## src/rtl/shift_register_serial_to_parallel_pkg.sv

```systemverilog
`default_nettype none
// =============================================================================
// shift_register_serial_parallel_pkg : shared constants/types for the SIPO block
// Rev 1.0
// =============================================================================
package shift_register_serial_parallel_pkg;

  localparam int SR_SP_WIDTH_DEF = 8;

  // Counter width for a modulo-width bit counter; never narrower than 1 bit.
  function automatic int sr_cnt_width(input int width);
    return (width < 2) ? 1 : $clog2(width);
  endfunction

  localparam int SR_SP_CNT_W_DEF = $clog2(SR_SP_WIDTH_DEF);

  typedef logic [SR_SP_CNT_W_DEF-1:0] sr_cnt_t;

endpackage
`default_nettype wire

```

## src/rtl/shift_register_serial_to_parallel_if.sv

```systemverilog
`default_nettype none
// =============================================================================
// shift_register_serial_to_parallel_if : serial-in / parallel-out bus bundle
// Rev 1.0
// =============================================================================
interface shift_register_serial_to_parallel_if
  import shift_register_serial_parallel_pkg::*;
#(
  parameter int WIDTH = SR_SP_WIDTH_DEF
) ();

  localparam int CNT_W = sr_cnt_width(WIDTH);

  logic             enable_i;
  logic             sum_o_out_i;
  logic [WIDTH-1:0] sum_o;
  logic [CNT_W-1:0] bit_cnt_o;
  logic             valid_o;

  modport master (
    output enable_i,
    output sum_o_out_i,
    input  sum_o,
    input  bit_cnt_o,
    input  valid_o
  );

  modport slave (
    input  enable_i,
    input  sum_o_out_i,
    output sum_o,
    output bit_cnt_o,
    output valid_o
  );

endinterface
`default_nettype wire

```

## src/rtl/shift_register_serial_to_parallel_bit_counter.sv

```systemverilog
`default_nettype none
// =============================================================================
// sp_bit_counter : modulo-WIDTH enabled counter with a combinational wrap strobe
// Rev 1.0
// =============================================================================
module sp_bit_counter
  import shift_register_serial_parallel_pkg::*;
#(
  parameter int WIDTH = SR_SP_WIDTH_DEF,
  parameter int CNT_W = sr_cnt_width(WIDTH)
) (
  input  wire logic             clk_i,
  input  wire logic             reset_n_i,
  input  wire logic             enable_i,
  output logic      [CNT_W-1:0] count_o,
  output logic                  wrap_o
);

  localparam logic [CNT_W-1:0] c_cnt_max = CNT_W'(WIDTH - 1);

  logic [CNT_W-1:0] r_count;

  // Wrap is asserted on the enabled cycle that accepts the last bit of a word.
  assign wrap_o  = enable_i && (r_count == c_cnt_max);
  assign count_o = r_count;

  always_ff @(posedge clk_i or negedge reset_n_i) begin
    if (!reset_n_i) begin
      r_count <= '0;
    end else if (enable_i) begin
      r_count <= wrap_o ? '0 : r_count + CNT_W'(1);
    end
  end

endmodule
`default_nettype wire

```

## src/rtl/shift_register_serial_to_parallel.sv

```systemverilog
`default_nettype none
// =============================================================================
// shift_register_serial_to_parallel : LSB-first SIPO deserializer, pulses valid_o
// per completed word. Build option SR_SP_CAPTURE_EN: sum_o from a capture register.
// Rev 1.0
// =============================================================================
module shift_register_serial_to_parallel
  import shift_register_serial_parallel_pkg::*;
#(
  parameter int WIDTH = SR_SP_WIDTH_DEF
) (
  input wire logic clk_i,
  input wire logic reset_n_i,
  shift_register_serial_to_parallel_if.slave bus
);

  localparam int CNT_W = sr_cnt_width(WIDTH);

  logic [WIDTH-1:0] r_sreg;
  logic [WIDTH-1:0] w_sreg_next;
  logic [CNT_W-1:0] w_count;
  logic             w_wrap;
  logic             r_valid;

  // New bits enter at the MSB so the first bit of a word ends in bit 0.
  assign w_sreg_next = {bus.sum_o_out_i, r_sreg[WIDTH-1:1]};

  sp_bit_counter #(
    .WIDTH (WIDTH),
    .CNT_W (CNT_W)
  ) u_bit_counter (
    .clk_i     (clk_i),
    .reset_n_i (reset_n_i),
    .enable_i  (bus.enable_i),
    .count_o   (w_count),
    .wrap_o    (w_wrap)
  );

  always_ff @(posedge clk_i or negedge reset_n_i) begin
    if (!reset_n_i) begin
      r_sreg  <= '0;
      r_valid <= 1'b0;
    end else begin
      r_valid <= w_wrap;
      if (bus.enable_i) begin
        r_sreg <= w_sreg_next;
      end
    end
  end

`ifdef SR_SP_CAPTURE_EN
  logic [WIDTH-1:0] r_capture;

  // Loads the word as it stands after the completing shift.
  always_ff @(posedge clk_i or negedge reset_n_i) begin
    if (!reset_n_i) begin
      r_capture <= '0;
    end else if (w_wrap) begin
      r_capture <= w_sreg_next;
    end
  end

  assign bus.sum_o = r_capture;
`else
  assign bus.sum_o = r_sreg;
`endif

  assign bus.bit_cnt_o = w_count;
  assign bus.valid_o   = r_valid;

endmodule
`default_nettype wire

```

## src/flat_wrapper.sv

```systemverilog
// flat-port wrapper written by rule: the top's interface ports become plain ports
module shift_register_serial_to_parallel_flat import shift_register_serial_parallel_pkg::*;
#(
  parameter int WIDTH = SR_SP_WIDTH_DEF
)
  (clk_i, reset_n_i, bus_enable_i, bus_sum_o_out_i, bus_sum_o, bus_bit_cnt_o, bus_valid_o);
  shift_register_serial_to_parallel_if #(.WIDTH(WIDTH)) bus_i ();
  input wire logic clk_i;
  input wire logic reset_n_i;
  input wire logic [$bits(bus_i.enable_i)-1:0] bus_enable_i;
  input wire logic [$bits(bus_i.sum_o_out_i)-1:0] bus_sum_o_out_i;
  output wire logic [$bits(bus_i.sum_o)-1:0] bus_sum_o;
  output wire logic [$bits(bus_i.bit_cnt_o)-1:0] bus_bit_cnt_o;
  output wire logic [$bits(bus_i.valid_o)-1:0] bus_valid_o;
  assign bus_i.enable_i = bus_enable_i;
  assign bus_i.sum_o_out_i = bus_sum_o_out_i;
  assign bus_sum_o = bus_i.sum_o;
  assign bus_bit_cnt_o = bus_i.bit_cnt_o;
  assign bus_valid_o = bus_i.valid_o;
  shift_register_serial_to_parallel #(.WIDTH(WIDTH)) u_core (.clk_i(clk_i), .reset_n_i(reset_n_i), .bus(bus_i));
endmodule
```

## config.mk

```make
export PLATFORM = sky130hd
export DESIGN_NAME = shift_register_serial_to_parallel_flat
export DESIGN_NICKNAME = d
export VERILOG_FILES = /design/src/rtl/shift_register_serial_to_parallel_pkg.sv /design/src/rtl/shift_register_serial_to_parallel_if.sv /design/src/rtl/shift_register_serial_to_parallel_bit_counter.sv /design/src/rtl/shift_register_serial_to_parallel.sv /design/src/flat_wrapper.sv
export SDC_FILE = /design/constraint.sdc
export NUM_CORES = 1
export LEC_CHECK = 0
export BUFFER_PORTS_ARGS = -buffer_cell sky130_fd_sc_hd__buf_2
export CORE_UTILIZATION = 35
export CTS_CLUSTER_SIZE = 16
export DETAILED_ROUTE_END_ITERATION = 12
export PLACE_DENSITY_LB_ADDON = 0.1
export SETUP_SLACK_MARGIN = 0.3
export SLEW_MARGIN = 20
export SYNTH_ARGS = -nofsm -noshare
export SYNTH_HDL_FRONTEND = slang
export SYNTH_SLANG_ARGS = --single-unit
```

## constraint.sdc

```tcl
create_clock -name clk_i -period 1.1 [get_ports clk_i]
set_input_delay 0.275 -clock clk_i [delete_from_list [all_inputs] [get_ports clk_i]]
set_output_delay 0.275 -clock clk_i [all_outputs]
set_load 0.02 [all_outputs]
```

======== Yosys cells after proc, flatten, opt, wreduce, memory -nomap -nowiden ========
Index checks and enable logic that the tools add are counted.
word-level totals
  word-level logic and storage cells ...... 7
  bits in registers ....................... 12
  input bits .............................. 4
  output and inout port bits .............. 12
operators by class
  equal/unequal tests ..................... 1
  $add $sub $neg .......................... 1
  reductions and logical operators ........ 1
  mux-type cells .......................... 1
operators by type and width
  kind                                          number
  adder 3 x 1 -> 3 bit (second input constant)  1
  == test 3 bit (second input constant)         1
  two-way mux 3 bit                             1
  logical AND 1 bit                             1

======== Logic depth before layout (Yosys ltp) ========
  word-level depth ........................ 3
  depth in mapped cells ................... 4
  depth with buffers taken out ............ 4

======== Hierarchy ========
A second synthesis with hierarchy kept.
second synthesis, totals
  cells, all modules ...................... 30
  area total of the unflattened synthesis .. 509.2 um2
by module, submodules not included
  module                             sequential area each (um2)  area each (um2)  cells each  instances
  shift_register_serial_to_parallel  225.2                       356.6            18          1
  sp_bit_counter                     75.1                        152.6            12          1

======== Worst setup path after synthesis ========
Ideal clock, no wire load.
  path type ............................... reg-to-reg
  from .................................... register u_core.u_bit_counter.r_count[0], in the netlist u_core.u_bit_counter.count_o[0]
  to ...................................... register u_core.u_bit_counter.r_count[0], in the netlist u_core.u_bit_counter.count_o[0]
  stages on the path, launching flop included .. 5
  arrival ................................. 1.117 ns
  path buffers ............................ 0
  library setup time ...................... 0.125 ns
  path slack .............................. -0.143 ns
  data required time ...................... 0.975 ns
  period minus slack after synthesis ...... 1.243 ns
  path through ............................ dfrtp_1 > ha_1 > ha_1 > nor2_1 > mux2_4
on the way
  word-level cells in the longest chain between the ends .. 3
  elaborated cells on any way between the ends .. 4
  those cells by class .................... add/sub (1); eq/ne (1); mux (1); reduce/logical (1)
ends and longest elaborated chain
  element                                                       line                                                 text
  from (decl)                                                   shift_register_serial_to_parallel_bit_counter.sv:21  logic [CNT_W-1:0] r_count;
  from (signal assigned)                                        shift_register_serial_to_parallel_bit_counter.sv:31  r_count <= wrap_o ? '0 : r_count + CNT_W'(1);
  branches (longest 2 deep; another with adder 3 x 1 -> 3 bit)  --
  two-way mux 3 bit (*)                                         shift_register_serial_to_parallel_bit_counter.sv:31
Mark *: on every way between the ends.
A chain may end at the register's enable or synchronous reset.

======== Final worst setup path ========
  from .................................... register u_core.u_bit_counter.r_count[1], in the netlist u_core.u_bit_counter.count_o[1]
  to ...................................... output bus_bit_cnt_o[1]
RTL lines
  element    line                text
  to (decl)  flat_wrapper.sv:13  output wire logic [$bits(bus_i.bit_cnt_o)-1:0] bus_bit_cnt_o;
No word-level cell between the ends.

==> reports/qor.yml <==
placement:
  post-place-ws_ns: 0.006564
  place_inst: 62
  dpl.hpwl_um: 637.5
  place_area_um2: 623.1
  routabilityCongestion: 0.6613
  port_buffers: 15
worst_setup_path:
  worst_path_largest_cell_delay_ns: 0.45
  r2r_cells: 4
  timing.critical_path.arrival_ns: 0.86
  timing.critical_path.fanout_max: 3
  highest_delay_cell_along_the_critical_path: "dfrtp_2"
  end_kind: "output pin"
  cp_top_family: "flip-flops"
  worst_setup_path_start_kind: "register"
  worst_ep_required_time_ns: 0.82
  cp.buffers_inverters: 1
  critical_setup_path_class: "register to output pin"
  crit_chain: "buf_6"
  critical_path_cell_count: 1
cts:
  cts_root_buffer: "clkbuf_4"
  clkSlewWorstSetupHoldPaths_ns: 0.08
  clk-insertion-delay-late_ns: 0.27
  tritoncts: "done"
  cts_buffers: 3
  numClockSinks: 12
  htreeDepth: 1
  clockBufferDepth: 2
status:
  outcome: "complete, but fails checks"
  violations: "setup timing"
finish:
  stdcell_count: 77
  fillers: 101
  finalInstanceArea_um2: 872.1
  mostFrequentLayoutCell: "buf_6"
  fin_nets: 69
  n_antenna_cell: 0
  fraction_of_layout_cells_with_a_size_suffix_above_1: 0.9032
  most-common-layout-cells: "buf_6 (19), dfrtp_2 (10), mux2_4 (7)"
  area_growth_pct: 76.01
global_route:
  grt_start_max_net_pins: 13
  antenna_found_initial: 0
  groute.usage.overall: 0.1587
  globalRoute.totalOverflow: 0
  number_of_global_route_vias_before_repair: 334
  grt_pass1_wl_um: 1455
sta:
  worst_slack_ns: -0.03260
  final.setup_skew_ns: 0.002493
  hold_viol: 0
  post-route-period-util: 1.030
  period_needed_ns: 1.133
  worstMarginPinSlew_ns: 0.2936
  whs_ns: 0.2368
  slew-limit-headroom: 0.8042
  report.final.setup_viol: 9
  setup_repair_after_global_routing_missed_its_margin: "true"
  maxSlewViolCount: 0
  achievable-frequency_mhz: 882.9
route:
  detail_route.wirelength.met1_um: 460
  wl_per_cell_um: 14.75
  drt-initial-drc-count: 2
  via_per_inst: 4.675
  route.final.wire_length_um: 1136
  via_count: 360
  top_signal_layer_used: "met4"
  ant_nets: 0
  met3RoutedLength_um: 46
  drc: 0
  drt_pass1_iterations: 2
  met2_length_um: 618
floorplanning:
  die_height_um: 39.63
  ioPinCount: 16
  dieArea_um2: 1570
  core_area_um2: 1301
  placement_rows: 13
  start_util: 0.3808
  die_x_um: 39.63
yosys:
  post_synthesis_net_count: 38
  syn-instance-count: 32
  ys_seq_area_frac: 0.6061
  synth.ff_latch_count: 12
  syn-cell-area_um2: 495.5
  post_synth_num_cell_types: 10
  synthesis.area_per_instance_um2: 15.48
  ys_warn_count: 0
min_path:
  holdCritPathClass: "input port to register"
  min_delay_path_depth: 2
power_and_ir_drop:
  vdd_ir_drop_max_mv: 1.166
  power.density_nw_per_um2: 2555
  p_leak_nw: 0.4137
  power.total_mw: 2.229
run:
  max_cap_viol_count: 0
[per-layer routing]
layer / up-vias / GRT usage
met1: 178 / 0.1525
met2: 12 / 0.2787
met4: 0 / 0.1293
met5: - / 0
li1: 168 / -
met3: 2 / 0.03977
[cell usage after synthesis]
cell type | count | area, um2
o22ai_1 | 2 | 12.51
dfrtp_1 | 12 | 300.3
ha_1 | 2 | 25.02
buf_6 | 1 | 11.26
inv_1 | 2 | 7.510
nor2_1 | 1 | 3.750
mux2_4 | 5 | 75.07
and2_2 | 1 | 7.510
nand2_1 | 2 | 7.510
mux2_2 | 4 | 45.04
[timing repair]
action / CTS / global route
pin swaps: 5 / 3
endpoints found under the setup margin: 18 / 24
gates resized for setup: 28 / 10
buffers inserted: 8 / 2
hold endpoints to repair: 12 / 0
hold buffers: 1 / 0
[where the power goes]
part	total, mW	switching (mW)	internal [mW]
Combinational	1.14	0.454	0.684
Clock	0.347	0.146	0.201
Sequential	0.743	0.142	0.601
Total	2.23	0.743	1.49
[final timing paths]
kind	slack [ns]	from	end
hold / removal	0.24	bus_sum_o_out_i	u_core.bus.sum_o[7]
hold reg to reg	0.54	u_core.bus.sum_o[0]	u_core.bus.sum_o[0]
setup / recovery	-0.03	u_core.u_bit_counter.count_o[1]	bus_bit_cnt_o[1]
setup reg to reg	-0.02	u_core.u_bit_counter.count_o[1]	u_core.u_bit_counter.count_o[2]
max in group asynchronous	0.47	reset_n_i	u_core.bus.sum_o[3]
min in group asynchronous	0.40	reset_n_i	u_core.bus.sum_o[2]
[through the flow]
step / utilization / setup TNS [ns]
finish: 0.6702 / -0.1171
detailed placement: 0.4788 / 0
floorplan: - / -0.02093
CTS: 0.6298 / -0.1101
global placement: 0.4788 / 0
global route: 0.6702 / -0.4368
[cells by family (layout without fill, tap and decap cells)]
logic type / Yosys count / after routing / synth area share
adders and majority gates: 2 / 2 / 0.05050
muxes: 9 / 9 / 0.2424
AOI/OAI and AO/OA: 2 / 2 / 0.02525
and+or+nand+nor: 4 / 4 / 0.03788
buffers and inverters: 3 / 33 / 0.03788
DFF: 12 / 12 / 0.6061
[state kept, by name (all words and copies together), names as in the netlist]
name	cells
u_core.bus.valid_o	1
u_core.bus.sum_o	8
u_core.u_bit_counter.count_o	3
[area by class of cell]
cell class	count	area, um2	share of cell area
Clock buffer	4	36.28	0.04161
Inverter	2	7.507	0.008608
Multi-Input combinational cell	17	227.7	0.2611
Sequential cell	12	312.8	0.3587
Tap cell	15	18.77	0.02152
Timing Repair Buffer	27	269.0	0.3085
[worst reg2reg max path: cells and delay by family (launching register included)]
| family | cells | cell delay [ns] |
|---|---|---|
| compound gates | 1 | 0.12 |
| fa+ha+maj | 2 | 0.43 |
| flops | 1 | 0.45 |
| simple gates | 1 | 0.05 |
Power figures use the tool's default switching activity.
